**src/rtl/mem_pkg.sv**
```systemverilog
`default_nettype none
// ============================================================================
// Module   : mem_pkg
// Summary  : Shared Funct3 encodings, FSM state enum and access helpers.
// Options  : MISALIGN_TRAP_EN - adds the misaligned-access check.
// Revision : 1.0
// ============================================================================
package mem_pkg;

  localparam logic [2:0] F3_B  = 3'b000;
  localparam logic [2:0] F3_H  = 3'b001;
  localparam logic [2:0] F3_W  = 3'b010;
  localparam logic [2:0] F3_BU = 3'b100;
  localparam logic [2:0] F3_HU = 3'b101;

  typedef enum logic [1:0] {
    ST_IDLE   = 2'd0,
    ST_REQ    = 2'd1,
    ST_WAIT_R = 2'd2,
    ST_DONE   = 2'd3
  } state_e;

  function automatic logic funct3_unsupported(input logic [2:0] funct3, input logic is_store);
    logic bad;
    case (funct3)
      F3_B, F3_H, F3_W: bad = 1'b0;
      F3_BU, F3_HU:     bad = is_store;
      default:          bad = 1'b1;
    endcase
    return bad;
  endfunction

`ifdef MISALIGN_TRAP_EN
  function automatic logic misaligned(input logic [2:0] funct3, input logic [1:0] addr_lo);
    logic mis;
    case (funct3[1:0])
      2'b01:   mis = addr_lo[0];
      2'b10:   mis = (addr_lo != 2'b00);
      default: mis = 1'b0;
    endcase
    return mis;
  endfunction
`endif

  // Half/word accesses drop the low address bits they cannot use.
  function automatic logic [1:0] align_lo(input logic [2:0] funct3, input logic [1:0] addr_lo);
    logic [1:0] lo;
    case (funct3[1:0])
      2'b00:   lo = addr_lo;
      2'b01:   lo = {addr_lo[1], 1'b0};
      default: lo = 2'b00;
    endcase
    return lo;
  endfunction

  function automatic logic [3:0] store_strobe(input logic [2:0] funct3, input logic [1:0] addr_lo);
    logic [3:0] strb;
    case (funct3[1:0])
      2'b00:   strb = 4'b0001 << addr_lo;
      2'b01:   strb = 4'b0011 << {addr_lo[1], 1'b0};
      default: strb = 4'b1111;
    endcase
    return strb;
  endfunction

endpackage
`default_nettype wire

```
**src/rtl/load_extend.sv**
```systemverilog
`default_nettype none
// ============================================================================
// Module   : load_extend
// Summary  : Selects the load byte/half lane and sign- or zero-extends it.
// Revision : 1.0
// ============================================================================
module load_extend
  import mem_pkg::*;
(
  input  logic [2:0]  funct3,
  input  logic [1:0]  addr_lo,
  input  logic [31:0] bus_rdata,
  output logic [31:0] load_data
);

  logic [7:0]  byte_sel;
  logic [15:0] half_sel;

  always_comb begin
    case (addr_lo)
      2'd0:    byte_sel = bus_rdata[7:0];
      2'd1:    byte_sel = bus_rdata[15:8];
      2'd2:    byte_sel = bus_rdata[23:16];
      default: byte_sel = bus_rdata[31:24];
    endcase
    half_sel = addr_lo[1] ? bus_rdata[31:16] : bus_rdata[15:0];
    case (funct3)
      F3_B:    load_data = {{24{byte_sel[7]}}, byte_sel};
      F3_H:    load_data = {{16{half_sel[15]}}, half_sel};
      F3_BU:   load_data = {24'b0, byte_sel};
      F3_HU:   load_data = {16'b0, half_sel};
      default: load_data = bus_rdata;
    endcase
  end

endmodule
`default_nettype wire

```
**src/rtl/mem_stage_lsu.sv**
```systemverilog
`default_nettype none
// ============================================================================
// Module   : mem_stage_lsu
// Summary  : MEM-stage load/store unit bridging EX to a valid/ready data bus.
// Options  : MISALIGN_TRAP_EN - reject misaligned half/word accesses.
// Revision : 1.0
// ============================================================================
module mem_stage_lsu
  import mem_pkg::*;
#(
  parameter int ADDR_W = 32,
  parameter int DATA_W = 32
) (
  input  logic              clk,
  input  logic              reset,
  input  logic              MemReq,
  input  logic              MemWrite,
  input  logic [2:0]        Funct3,
  input  logic [ADDR_W-1:0] ALUResult,
  input  logic [DATA_W-1:0] WriteData,
  output logic              Stall,
  output logic [DATA_W-1:0] ReadData,
  output logic              Done,
  output logic              AccessErr,
  output logic              BusValid,
  output logic              BusWe,
  output logic [ADDR_W-1:0] BusAddr,
  output logic [31:0]       BusWData,
  output logic [3:0]        BusWStrb,
  input  logic              BusReady,
  input  logic              BusRValid,
  input  logic [31:0]       BusRData
);

  state_e            state_q, state_d;
  logic [ADDR_W-1:0] addr_q, addr_d;
  logic [DATA_W-1:0] wdata_q, wdata_d;
  logic [DATA_W-1:0] rdata_q, rdata_d;
  logic [2:0]        funct3_q, funct3_d;
  logic              we_q, we_d;
  logic              err_q, err_d;
  logic              reject;
  logic [31:0]       load_val;

`ifdef MISALIGN_TRAP_EN
  assign reject = funct3_unsupported(Funct3, MemWrite) || misaligned(Funct3, ALUResult[1:0]);
`else
  assign reject = funct3_unsupported(Funct3, MemWrite);
`endif

  load_extend u_load_extend (
    .funct3    (funct3_q),
    .addr_lo   (addr_q[1:0]),
    .bus_rdata (BusRData),
    .load_data (load_val)
  );

  always_comb begin
    state_d  = state_q;
    addr_d   = addr_q;
    wdata_d  = wdata_q;
    rdata_d  = rdata_q;
    funct3_d = funct3_q;
    we_d     = we_q;
    err_d    = err_q;
    case (state_q)
      ST_IDLE: begin
        if (MemReq) begin
          addr_d   = {ALUResult[ADDR_W-1:2], align_lo(Funct3, ALUResult[1:0])};
          wdata_d  = WriteData;
          funct3_d = Funct3;
          we_d     = MemWrite;
          err_d    = reject;
          if (reject) begin
            rdata_d = '0;
            state_d = ST_DONE;
          end else begin
            state_d = ST_REQ;
          end
        end
      end
      ST_REQ: begin
        if (BusReady) begin
          if (we_q) begin
            state_d = ST_DONE;
          end else if (BusRValid) begin
            rdata_d = load_val;
            state_d = ST_DONE;
          end else begin
            state_d = ST_WAIT_R;
          end
        end
      end
      ST_WAIT_R: begin
        if (BusRValid) begin
          rdata_d = load_val;
          state_d = ST_DONE;
        end
      end
      default: state_d = ST_IDLE;
    endcase
  end

  always_ff @(posedge clk or posedge reset) begin
    if (reset) begin
      state_q  <= ST_IDLE;
      addr_q   <= '0;
      wdata_q  <= '0;
      rdata_q  <= '0;
      funct3_q <= 3'b000;
      we_q     <= 1'b0;
      err_q    <= 1'b0;
    end else begin
      state_q  <= state_d;
      addr_q   <= addr_d;
      wdata_q  <= wdata_d;
      rdata_q  <= rdata_d;
      funct3_q <= funct3_d;
      we_q     <= we_d;
      err_q    <= err_d;
    end
  end

  // Narrow stores are replicated so any lane the strobe selects carries the data.
  always_comb begin
    case (funct3_q[1:0])
      2'b00:   BusWData = {4{wdata_q[7:0]}};
      2'b01:   BusWData = {2{wdata_q[15:0]}};
      default: BusWData = wdata_q[31:0];
    endcase
  end

  assign BusValid  = (state_q == ST_REQ);
  assign BusWe     = BusValid && we_q;
  assign BusAddr   = {addr_q[ADDR_W-1:2], 2'b00};
  assign BusWStrb  = BusWe ? store_strobe(funct3_q, addr_q[1:0]) : 4'b0000;
  assign Done      = (state_q == ST_DONE);
  assign AccessErr = Done && err_q;
  assign ReadData  = rdata_q;
  assign Stall     = (state_q != ST_DONE) && ((state_q != ST_IDLE) || MemReq);

endmodule
`default_nettype wire

```
**config.mk**
```make
export PLATFORM = sky130hd
export DESIGN_NAME = mem_stage_lsu
export DESIGN_NICKNAME = d
export VERILOG_FILES = /design/src/rtl/mem_pkg.sv /design/src/rtl/load_extend.sv /design/src/rtl/mem_stage_lsu.sv
export SDC_FILE = /design/constraint.sdc
export NUM_CORES = 1
export LEC_CHECK = 0
export CORE_ASPECT_RATIO = 0.9
export CORE_MARGIN = 5
export CORE_UTILIZATION = 44
export CTS_CLUSTER_DIAMETER = 150
export DETAILED_ROUTE_END_ITERATION = 7
export PLACE_DENSITY_LB_ADDON = 0.2
export SYNTH_ARGS = -nofsm -noshare
export SYNTH_HDL_FRONTEND = slang
export SYNTH_SLANG_ARGS = --single-unit
```
**constraint.sdc**
```tcl
create_clock -name clk -period 4.15 [get_ports clk]
set_input_delay 0.415 -clock clk [delete_from_list [all_inputs] [get_ports clk]]
set_output_delay 0.415 -clock clk [all_outputs]
set_load 0.01 [all_outputs]
```
==> impl_results.md, run 1 <==
- RSZ-0062 raised after global routing: no
- Global Route Usage Sum: 19.16%
- Final Util: 63.11%
- Synth top area share: 48.28%
- Core area: 11980 um2
- I/O Pins: 210
- Crit path max fanout: 27
- Design area: 7561 um2
- Ys async rst share: 100.0%
- Crit path cell chain: clkinv_1 > a21oi_1 > clkdlybuf4s50_1
- Syn Inst Count: 441
- Placer Congestion: 0.8756
- CP arrival: 2580 ps
- Vias in the first global route: 4219
- WS Path Type: reg -> out
- Via count: 3887
- CP max stage delay: 650 ps
- Setup TNS: 0 ps
- DR WL/cell: 17.82 um
- H-tree Lvls: 3
- Synth Register Bits: 103
- CP Launch Type: flip-flop
- Clk_lat worst skew: 350 ps
- Syn. warnings: 0
- Static Leak: 0.003268 uW
- Cell area power density: 813.7 nW/um2
- Max frequency: 0.3339 GHz
- Port buffer count: 207
- Status: complete, no violations
- Root Buffer Master: clkbuf_16
- Initial Utilization: 44.56%
- Number of synthesized flops with an enable pin: 0
- Sequential share of the synthesized area: 48.28%
- Die area: 14440 um2
- Drt total wl: 13670 um
- CP required: 3730 ps
- Cell area after placement: 7271 um2
- Final Cycle Share: 72.16%
- Area grow syn2layout: 41.62%
- Synth unique cells: 36
- Slowest CP cell: clkinv_1
- Worst Setup End Kind: output pin
- Dominant synthesized flop cell: dfrtp_1
- Clk slew on worst S/H paths: 70 ps
- Std-Cell Rows: 38
- First DRT Iteration DRCs: 180
- Clk_skew: 6.133 ps
- Max-cap viol count: 0
- Fin. max-slew vios: 0
- Worst vdd ir: 0.0004644 V
- Leading area contributor after synthesis: dfrtp_1
- Router iterations before antenna repair: 4
- Clock Path Buffers: 2
- Slew headroom: 41.66%
- Post-Syn Area: 5339 um2
- # nets final: 711
- Worst-Margin Slew: 872.9 ps
- Die W: 126.1 um
- CTS Hold Bufs: 0
- Hold Path Class: in -> async
- Sink Count: 103
- Total congestion overflow: 0
- Cts bufs inserted: 9
- Largest cells by area after synthesis: dfrtp_1, mux2_2, buf_4, mux2i_1, o211a_1
- Post-CTS resize count: 0
- First-pass GRT wire length: 22020 um
- Share of layout cells above drive strength 1: 24.88%
- Largest net degree at the start of global routing: 51
- Setup repair bufs after CTS: 0
- DR DRC count: 0
- Ant diodes: 0
- Die height: 114.5 um
- CTS tree: yes
- Endpoints failing setup: 0
- Avg Cell Area, Syn: 12.11 um2
- Antenna viol nets, final: 0
- Tmin final: 2995 ps
- HPWL after detailed placement: 10370 um
- Initial antenna violation count: 0
- Hold Vio Cnt, Final: 0
- Drt via density: 5.068
through the flow:
step / hold WS (ps) / power, uW / setup WS, ps / std cells
2_1_floorplan: 442.4 / 4034 / 1031 / 442
3_3_place_gp: 456.4 / 5283 / 1278 / 751
3_5_place_dp: 464.9 / 5372 / 1189 / 751
4_1_cts: 303.7 / 6223 / 1152 / 767
5_1_grt: 308.1 / 6567 / 963.5 / 767
6_report: 307.5 / 6152 / 1155 / 767
state kept, by name (all words and copies together), names as in the netlist:
signal,count
we_q,1
state_q,2
ReadData,32
addr_q,32
funct3_q,3
wdata_q,32
err_q,1
critical path, delay by kind of cell, from the launching register on:
family          cells  cell delay [ps]
compound gates      1              430
buf+inv             2             1230
flops               1              570
power breakdown:
part | internal [uW] | switching [uW] | total [uW]
registers | 1490 | 321 | 1810
logic | 2030 | 1490 | 3520
clock network | 433 | 392 | 825
total | 3950 | 2200 | 6150
synth_stat cells, types with 2 or more instances:
cell      instances
mux2_2          120
dfrtp_1         103
buf_4            40
o21ai_0          23
nand2_1          20
clkbuf_1         19
mux2i_1          17
inv_1            16
o211a_1          16
a21oi_1          13
o22ai_1           9
nor2_1            6
nand2b_1          5
nor2b_1           5
ha_1              4
buf_2             3
buf_1             2
buf_6             2
layout by cell type (no fill, tap or decap), types with 2 or more instances in the layout:
master and instances:
buf_4 8, dfrtp_1 103, conb_1 2, o22ai_1 9, mux2i_1 17, inv_6 2
clkinv_4 2, mux2_2 120, o21ai_0 23, clkdlybuf4s50_1 207, nor2_1 6, inv_1 15
ha_1 4, nand2_1 19, o211a_1 16, nor2b_1 5, clkbuf_16 9, nand2b_1 5
a21oi_1 13
logic make-up after synthesis:
| family | after synthesis | share of synthesized area (%) |
|---|---|---|
| AO/OA/AOI/OAI | 72 | 9.187 |
| adder cells (fa/ha/maj) | 4 | 0.9375 |
| buffers and inverters | 83 | 8.999 |
| flip-flops | 103 | 48.28 |
| multiplexers | 139 | 29.20 |
| other | 1 | 0.07024 |
| AND/OR/NAND/NOR | 39 | 3.328 |
layer usage:
layer | vias to the layer above | GRT usage (%) | routed length, um
met5 | - | 0 | 0
met4 | 0 | 6.290 | 318
met3 | 23 | 6.390 | 972
met2 | 141 | 31.62 | 6710
met1 | 1890 | 23.86 | 5668
li1 | 1833 | - | -
area by class of cell:
| class | count | area, um2 |
|---|---|---|
| fillers | 978 | 4420 |
| flip-flops and latches | 103 | 2577 |
| multi-input cells | 256 | 2295 |
| repair buffers | 215 | 2132 |
| clock buffers | 10 | 239.0 |
| well taps | 160 | 200.2 |
| inverters | 17 | 66.31 |
| clock inverters | 6 | 51.30 |
worst paths after layout:
path	from	to	slack, ps	cells past startpoint
hold reg to reg	err_q$_DFFE_PP0P_	err_q$_DFFE_PP0P_	480	2
hold / removal	reset	addr_q[8]$_DFFE_PP0P_	310	2
setup / recovery	funct3_q[1]$_DFFE_PP0P_	BusWStrb[1]	1160	3
max in group asynchronous	reset	addr_q[31]$_DFFE_PP0P_	3000	3
min in group clk	err_q$_DFFE_PP0P_	err_q$_DFFE_PP0P_	480	2
setup reg to reg	state_q[0]$_DFFE_PP0P_	ReadData[0]$_DFFE_PP0P_	1170	7
Note: power is estimated with default switching activity, not from simulation.
==> run 2, diff against run 1 <==
Settings changed: CORE_UTILIZATION 44 to 40.
Clock period 4.15 ns to 2.55 ns, I/O delays scaled along.
==> run 2 against run 1 <==
Worst hold slack improved by 26 ps. Sequential power rose by 60%. Design area rose by 1.7%. Global-route usage fell by 1.1 points. Utilization fell by 4.9 points. Die area rose by 9.2%. Largest cell class unchanged.
==> impl_results.md, run 2 (synthesis results as in run 1) <==
- Initial Utilization: 40.41% (-4.2 points)
- CP delay by family, top: compound AO/OA/AOI/OAI gates
- Design Power: 10160 uW (+65%)
- Hold Path Class: in -> async
- Setup TNS: 0 ps (unchanged)
- RSZ-0062 raised after global routing: no
- Die area: 15760 um2 (+9.2%)
- CP Launch Type: flip-flop
- Most common cell after layout, fill and taps aside: clkdlybuf4s50_1
- Cts bufs inserted: 9 (unchanged)
- Initial antenna violation count: 0 (unchanged)
- Cell area power density: 1321 nW/um2 (+62%)
- Fin. max-slew vios: 0 (unchanged)
- H-tree Lvls: 3 (unchanged)
- Worst vdd ir: 0.0005274 V (+14%)
- Slew headroom: 57.03% (+15 points)
- Clk_lat worst skew: 350 ps (about the same)
- Max-cap viol count: 0 (unchanged)
- Tmin final: 2416 ps
- DP Worst Slack: 104.2 ps (-1084 ps)
- Worst setup margin: 133.6 ps (-1022 ps)
- Drt total wl: 13970 um (+2.2%)
- Cell area after placement: 7400 um2 (+1.8%)
- Placer Congestion: 0.8472 (-3.2%)
- Static Leak: 0.003324 uW (+1.7%)
- Core area: 13210 um2 (+10%)
- Die height: 119.6 um (+4.5%)
- First-pass GRT wire length: 22930 um (+4.1%)
- Crit path cell chain: inv_1 > ha_1 > nor2b_1 > a2111oi_1 > a21boi_4 > buf_12 > mux2_2
- Endpoints failing setup: 0 (unchanged)
- Global Route Usage Sum: 18.02% (-1.1 points)
- Crit path buffers/inverters: 2 (unchanged)
- Area grow syn2layout: 44.04%
- Final Cycle Share: 94.76%
- Vias in the first global route: 4285 (+1.6%)
- Slowest CP cell: a2111oi_1
- Antenna viol nets, final: 0 (unchanged)
- CP max stage delay: 560 ps (-90 ps)
- Clock Path Buffers: 2 (unchanged)
- Drt via density: 4.968 (-2.0%)
- Share of layout cells above drive strength 1: 25.97% (+1.1 points)
- Crit path max fanout: 32 (+19%)
- Std-Cell Rows: 40 (+5.3%)
- Die W: 131.8 um (+4.5%)
- First DRT Iteration DRCs: 123 (-32%)
- Root Buffer Master: clkbuf_16
- Status: complete, no violations
- Clk slew on worst S/H paths: 70 ps (about the same)
- Worst Setup End Kind: flip-flop
- Total congestion overflow: 0 (unchanged)
- DR WL/cell: 17.81 um (about the same)
- # nets final: 720 (+1.3%)
- Max frequency: 0.4138 GHz
- CTS Hold Bufs: 0 (unchanged)
- DR DRC count: 0 (unchanged)
- Largest net degree at the start of global routing: 49 (-3.9%)
- Hold Vio Cnt, Final: 0 (unchanged)
- HPWL after detailed placement: 10640 um (+2.6%)
- CP required: 2790 ps (-940 ps)
- Design area: 7690 um2 (+1.7%)
- WS Path Type: reg -> reg
- Clk_skew: 5.130 ps (-1.003 ps)
- CTS tree: yes
- Port buffer count: 207 (unchanged)
- Via count: 3895 (+0.21%)
- Sink Count: 103 (unchanged)
- CP arrival: 2650 ps (+70 ps)
- I/O Pins: 210 (unchanged)
- Worst-Margin Slew: 643.2 ps (-229.7 ps)
- Most frequent cells in the layout: clkdlybuf4s50_1, mux2_2, dfrtp_1, o21ai_0, nand2_1
- Router iterations before antenna repair: 4 (unchanged)
- Ant diodes: 0 (unchanged)
run 2: timing repair:
| action | in CTS | in global routing |
|---|---|---|
| gates resized for setup | 0 | 1 |
| buffers inserted | 0 | 0 |
| endpoints found under the setup margin | 0 | 25 |
run 2: cell type report:
| cell class | instances | area, um2 |
|---|---|---|
| fill | 1127 | 5523 |
| sequential | 103 | 2577 |
| timing repair buffer | 224 | 2250 |
| inverter | 17 | 67.56 |
| tap | 168 | 210.2 |
| multi-input combinational | 256 | 2296 |
| clock inverter | 6 | 50.05 |
| clock buffer | 10 | 239.0 |
run 2: worst paths after layout:
kind,start,end,depth (start not counted),slack (ps)
worst max-delay path,state_q[0]$_DFFE_PP0P_,ReadData[22]$_DFFE_PP0P_,7,130
worst min-delay path,reset,addr_q[24]$_DFFE_PP0P_,2,330
worst max register to register,state_q[0]$_DFFE_PP0P_,ReadData[22]$_DFFE_PP0P_,7,130
worst min register to register,err_q$_DFFE_PP0P_,err_q$_DFFE_PP0P_,2,490
max in group asynchronous,reset,addr_q[13]$_DFFE_PP0P_,3,1570
min in group clk,ALUResult[0],addr_q[0]$_DFFE_PP0P_,3,470
run 2: per-stage QoR:
| stage | hold WS [ps] | std cells | util (%) |
|---|---|---|---|
| after CTS | 347.1 | 784 | 58.19 |
| after global placement | 461.0 | 768 | 56.00 |
| final | 333.9 | 784 | 58.20 |
| after floorplan | 354.3 | 442 | - |
| after detailed placement | 481.3 | 768 | 56.00 |
| after global routing | 379.1 | 784 | 58.20 |
run 2: metal layers:
metal | routed length, um | track usage [%] | vias to the layer above
li1 | - | - | 1850
met3 | 1353 | 8.676 | 16
met4 | 207 | 4.499 | 0
met1 | 5718 | 21.81 | 1887
met2 | 6687 | 29.03 | 142
met5 | 0 | 0 | -
run 2: worst register-to-register path: stages, from the launching register on:
cell and delay [ps]:
dfrtp_1 390, inv_1 90, ha_1 220, nor2b_1 170
a2111oi_1 560, a21boi_4 290, buf_12 220, mux2_2 380
run 2: power by group:
group	leakage [uW]	switching (uW)	internal, uW	total, uW
Clock	0.000142	645	705	1350
Sequential	0.00126	475	2420	2900
Combinational	0.00192	2480	3430	5910
==> run 3, diff against run 2 <==
Settings changed: CORE_MARGIN 5 to 2.
==> run 3 against run 2 <==
Via count grew 1.8%. Combinational power is essentially flat. Non-clock buffer count is the same. Sequential power is essentially flat. Routed wire length shrank 1.2%. Largest power group unchanged. Worst setup slack gained 70 ps. Clock power grew 13%. Clock skew is essentially flat. Register-to-register slack gained 70 ps. Final cell count is the same.
==> impl_results.md, run 3 (synthesis results as in run 1) <==
- Worst-Margin Slew: 676.9 ps (+33.63 ps)
- CP max stage delay: 510 ps (-50 ps)
- First DRT Iteration DRCs: 208 (+69%)
- Router iterations before antenna repair: 4 (unchanged)
- Via count: 3964 (+1.8%)
- Die area: 14290 um2 (-9.3%)
- Share of layout cells above drive strength 1: 25.81% (-0.16 points)
- CP Launch Type: flip-flop
- CP arrival: 2580 ps (-70 ps)
- Ant diodes: 0 (unchanged)
- Worst vdd ir: 0.0007731 V (+47%)
- Drt total wl: 13800 um (-1.2%)
- Switching part of the total power: 34.49% (-0.93 points)
- Global Route Usage Sum: 19.52% (+1.5 points)
- Crit path max fanout: 32 (unchanged)
- Sink Count: 103 (unchanged)
- I/O Pins: 210 (unchanged)
- Setup repair bufs after CTS: 0 (unchanged)
- Setup TNS: 0 ps (unchanged)
- Clock Path Buffers: 2 (unchanged)
- Tmin final: 2346 ps (-69.97 ps)
- Clk slew on worst S/H paths: 70 ps (about the same)
- Clk_lat worst skew: 350 ps (about the same)
- CTS Hold Bufs: 0 (unchanged)
- Area grow syn2layout: 44.72%
- Die W: 125.8 um (-4.6%)
- RSZ-0062 raised after global routing: no
- Vias in the first global route: 4165 (-2.8%)
- Pint: 6785 uW (+3.4%)
- Fin. max-slew vios: 0 (unchanged)
- CTS tree: yes
- HPWL after detailed placement: 10040 um (-5.6%)
- Placed cell count: 768 (unchanged)
- Core area: 13210 um2 (unchanged)
- Flop pwr share: 28.0% (-0.5 points)
- Max frequency: 0.4262 GHz (+3.0%)
- Cell area power density: 1340 nW/um2 (+1.5%)
- Die height: 113.6 um (-5.0%)
- Placer Congestion: 0.8757 (+3.4%)
- Slew headroom: 54.87% (-2.2 points)
- Root Buffer Master: clkbuf_16
- WS Path Type: reg -> reg
- Hold Path Class: in -> async
- Most frequent cells in the layout: clkdlybuf4s50_1, mux2_2, dfrtp_1, o21ai_0, nand2_1
- H-tree Lvls: 3 (unchanged)
- Endpoints failing setup: 0 (unchanged)
- Initial Utilization: 40.41% (unchanged)
- Port buffer count: 207 (unchanged)
- Status: complete, no violations
- Initial antenna violation count: 0 (unchanged)
- Crit path cell chain: inv_1 > ha_1 > nor2b_1 > a2111oi_1 > a21boi_4 > buf_12 > mux2_2
- Std-Cell Rows: 40 (unchanged)
- Sw Pwr: 3572 uW (-0.70%)
- First-pass GRT wire length: 21930 um (-4.4%)
- Worst Setup End Kind: flip-flop
- Logic pwr share: 57.2% (-1.0 points)
- Most common cell after layout, fill and taps aside: clkdlybuf4s50_1
- CP required: 2780 ps (about the same)
- Cts bufs inserted: 9 (unchanged)
- Clock Power Share: 14.8% (+1.5 points)
- Fillers: 1102 (-2.2%)
- Max-cap viol count: 0 (unchanged)
- Antenna viol nets, final: 0 (unchanged)
- Static Leak: 0.003345 uW (+0.64%)
- Final Non-Filler Cells: 784 (unchanged)
- Clk_skew: 5.383 ps (+0.2525 ps)
- Largest net degree at the start of global routing: 53 (+8.2%)
- DR WL/cell: 17.60 um (-1.2%)
- Smallest hold slack: 462.2 ps (+128.2 ps)
- Final Cycle Share: 92.02% (-2.7 points)
- Hold Vio Cnt, Final: 0 (unchanged)
- DR DRC count: 0 (unchanged)
- # nets final: 720 (unchanged)
- Drt via density: 5.056 (+1.8%)
- Total congestion overflow: 0 (unchanged)
- Slowest CP cell: a2111oi_1
## run 3: cell count changes in the layout (fill, tap and decap cells not counted)
cell / change
inv_6: -2
clkbuf_8: +1
inv_8: -1
clkbuf_1: +1
clkinv_2: -1
nand2_4: +1
bufinv_16: +2
nand2_2: -1
buf_12: -1
buf_4: +1
## run 3: area by class of cell
| cell class | instances | area (um2) | share of cell area (%) |
|---|---|---|---|
| Inverter | 17 | 67.56 | 0.8745 |
| Clock inverter | 4 | 76.32 | 0.9879 |
| Clock buffer | 12 | 256.5 | 3.320 |
| Sequential cell | 103 | 2577 | 33.36 |
| Multi-Input combinational cell | 256 | 2301 | 29.78 |
| Timing Repair Buffer | 224 | 2237 | 28.96 |
| Tap cell | 168 | 210.2 | 2.721 |
## run 3: through the flow
| step | area, um2 | total power [uW] | utilization [%] | setup WS (ps) |
|---|---|---|---|---|
| final | 7726 | 10360 | 58.48 | 203.6 |
| after global routing | 7726 | 11050 | 58.48 | 65.93 |
| after CTS | 7725 | 10490 | 58.47 | 95.48 |
| after detailed placement | 7392 | 8893 | 55.95 | 44.29 |
| after global placement | 7392 | 8746 | 55.95 | 133.6 |
| after floorplan | 5346 | 6566 | - | 307.7 |
## run 3: layer usage
| metal | GRT usage (%) | share of wire [%] | up-vias |
|---|---|---|---|
| met4 | 6.154 | 1.3 | 0 |
| met2 | 31.46 | 48 | 148 |
| met1 | 24.87 | 42 | 1954 |
| met3 | 6.895 | 8.5 | 11 |
| li1 | - | - | 1851 |
| met5 | 0 | 0 | - |
## run 3: power groups by stage
stage	Combinational, uW	Clock, uW	Sequential (uW)
detailed placement	5960	0	2930
floorplan	3700	0	2870
finish	5930	1530	2900
global placement	5860	0	2880
CTS	5990	1590	2910
global route	6400	1650	3000
## run 3: final timing paths
path	to	cells after the start	slack, ps	from
setup / recovery	ReadData[27]$_DFFE_PP0P_	7	200	state_q[0]$_DFFE_PP0P_
hold / removal	addr_q[20]$_DFFE_PP0P_	3	460	reset
setup reg to reg	ReadData[27]$_DFFE_PP0P_	7	200	state_q[0]$_DFFE_PP0P_
hold reg to reg	err_q$_DFFE_PP0P_	2	490	err_q$_DFFE_PP0P_
max in group asynchronous	addr_q[14]$_DFFE_PP0P_	3	1620	reset
min in group clk	addr_q[0]$_DFFE_PP0P_	3	480	ALUResult[0]
## run 3: critical path: cells and delay by family (launching register included)
kind	cells	cell delay, ps
AO/OA/AOI/OAI	2	790
flip-flops	1	400
multiplexers	1	360
buffers and inverters	2	300
adder cells (fa/ha/maj)	1	210
AND/OR/NAND/NOR	1	160
## run 3: what timing repair did
action / in CTS / in global routing
endpoints found under the hold margin: 0 / 0
resized for setup: 0 / 1
endpoints found under the setup margin: 0 / 24
==> RTL change, RTL diff (flow settings as in run 1) <==
The parameter `ADDR_W` goes from 32 to 64.
--- a/src/rtl/mem_stage_lsu.sv
+++ b/src/rtl/mem_stage_lsu.sv
@@ -10,3 +10,3 @@
 #(
-  parameter int ADDR_W = 32,
+  parameter int ADDR_W = 64,
   parameter int DATA_W = 32
Ports: changed (resized ALUResult and BusAddr); port bits go from 210 to 274. The function was not compared with the original's and may differ.
==> RTL change against run 1 <==
  * Cell area increased by 28%
  * Register-to-register slack gained 470 ps
  * Count of clock-buffer cells in the layout up 9
  * Synthesized area rose by 27%
  * Setup slack got worse by 53 ps
  * Sequential cell count is 32 higher
  * Power increased by 27%
  * Synthesized cell count rose by 29%
  * Wire length increased by 37%
==> RTL change: results (changes against run 1) <==
----------------------------------------------------
[Status]
  Outcome ... complete, no violations

[Route]
  Drt initial violations ... 218 (+21%)
  Number of optimization iterations in the first detailed-route pass ... 6 (+2)
  Via count ... 5037 (+30%)
  Wire length per cell ... 19.1 um (+7.3%)

[Logic synthesis]
  Prevailing post-synth register cell ... sky130_fd_sc_hd__dfrtp_1
  Leading post-synthesis cells by cell area ... sky130_fd_sc_hd__dfrtp_1 (50%), sky130_fd_sc_hd__mux2_2 (20%), sky130_fd_sc_hd__buf_4 (8.0%)
  Count of synthesis-stage warnings from yosys ... 0 (unchanged)
  Commonest cells in the netlist ... sky130_fd_sc_hd__dfrtp_1 (135), sky130_fd_sc_hd__mux2_2 (122), sky130_fd_sc_hd__buf_4 (72)
  Count of distinct cell types in the synthesized netlist ... 48 (+33%)
  Cell count after synthesis ... 568 (+29%)
  Sequential fraction of the synthesis area ... 0.500 (+0.0169)

[Clocking]
  CTS Root Cell ... sky130_fd_sc_hd__clkbuf_16
  Number of buffers created by CTS ... 17 (+8)
  Clock insertion delay at the later pin of the skew report ... 410 ps (+60 ps)
  # resized after CTS ... 0 (unchanged)
  # H-tree levels ... 4 (+1)

[Critical path]
  End point of the critical path ... BusWData[15]
  Endpoint of the worst register-to-register path ... ReadData[5]$_DFFE_PP0P_
  Startpoint of the worst setup timing path ... funct3_q[0]$_DFFE_PP0P_
  Crit path DAT ... 2630 ps (+50 ps)
  Critical R2R Launch ... state_q[1]$_DFFE_PP0P_
  Reg-to-reg slack, setup ... 1640 ps (+470 ps)
  Worst Reg-to-Reg Cells ... 6 (-1)
  Maximum fanout along the worst path ... 17 (-37%)

[Hold path]
  Hold path endpoint ... ReadData[20]$_DFFE_PP0P_
  Hold-critical path depth ... 2
  Worst Hold Class ... reg -> reg

[Cells and area]
  Number of cells in the finished layout apart from fillers ... 977 (+27%)
  Number of flip-flops under the largest register name ... 64
  Number of nets at the end of the flow ... 903 (+27%)
  Share of final-layout standard cells stronger than drive strength 1 ... 0.227 (-0.0217)

[Place]
  Final estimated routing congestion in global placement ... 0.893 (+2.0%)
  Number of placed instances with taps included ... 945 (+26%)
  HPWL after detailed placement ... 14000 um (+35%)
  IO Port Bufs ... 271 (+31%)
  Placed inst area ... 9090 um2 (+25%)
  Pre-CTS worst setup slack ... 1520 ps (+332 ps)

[Die]
  Area of the die ... 17900 um2 (+24%)

[STA]
  Clock skew after layout ... 9.12 ps (+2.99 ps)
  Final worst-path cycle share ... 0.734 (+0.0128)
  Slew at the pin with the worst max-slew slack ... 923 ps (+49.8 ps)

[GRT]
  Combined global-route utilization of all metal layers ... 0.208 (+0.0165)
  Pin count of the biggest net entering global routing ... 97 (+90%)
  Wire length of the first global-routing pass ... 29500 um (+34%)
  Via count of the first global-routing pass ... 5539 (+31%)

[Power]
  Leakage dissipation ... 4.04 nW (+24%)
  Largest voltage drop on the vdd net ... 0.000485 V (+4.5%)

[Job]
  Max-cap violations ... 0 (unchanged)

----------------------------------------------------
[RTL change: cell type report]
class,count,area (um2)
fill,1170,5520
sequential,135,3380
timing repair buffer,278,2770
multi-input combinational,318,2650
clock buffer,19,443
tap,202,253
clock inverter,13,169
inverter,12,50.0
[RTL change: report_power, final]
| part | leakage, nW | total [mW] | switching, mW | internal (mW) |
|---|---|---|---|---|
| clock network | 0.299 | 1.56 | 0.586 | 0.970 |
| registers | 1.65 | 2.41 | 0.470 | 1.94 |
| logic | 2.09 | 3.87 | 1.65 | 2.22 |
[RTL change: critical path, cell delays in order, from the launching register on]
cell and delay [ps]:
sky130_fd_sc_hd__dfrtp_1 570, sky130_fd_sc_hd__buf_4 300, sky130_fd_sc_hd__nor2_2 460, sky130_fd_sc_hd__mux2_2 400, sky130_fd_sc_hd__clkdlybuf4s50_1 490
[RTL change: metrics by stage]
| stage | hold WS [ps] | utilization |
|---|---|---|
| floorplan | 471 | - |
| global placement | 475 | 0.597 |
| detailed placement | 487 | 0.597 |
| CTS | 500 | 0.638 |
| global route | 517 | 0.638 |
| finish | 493 | 0.638 |
[RTL change: routing by layer]
metal / up-vias / track usage / part of all wire
met5: - / 0 / 0
met4: 0 / 0.0821 / 0.025
met3: 32 / 0.0801 / 0.090
met2: 216 / 0.350 / 0.50
met1: 2459 / 0.241 / 0.38
li1: 2330 / - / -
[RTL change: logic make-up (layout without fill, tap and decap cells)]
logic type | after synthesis | in the layout | share of synthesized area
AND/OR/NAND/NOR | 84 | 84 | 0.0598
AO/OA/AOI/OAI | 95 | 95 | 0.101
flip-flops | 135 | 135 | 0.500
multiplexers | 133 | 133 | 0.221
buffers and inverters | 116 | 322 | 0.110
adder cells (fa/ha/maj) | 4 | 4 | 0.00740
other | 1 | 2 | 0.000555
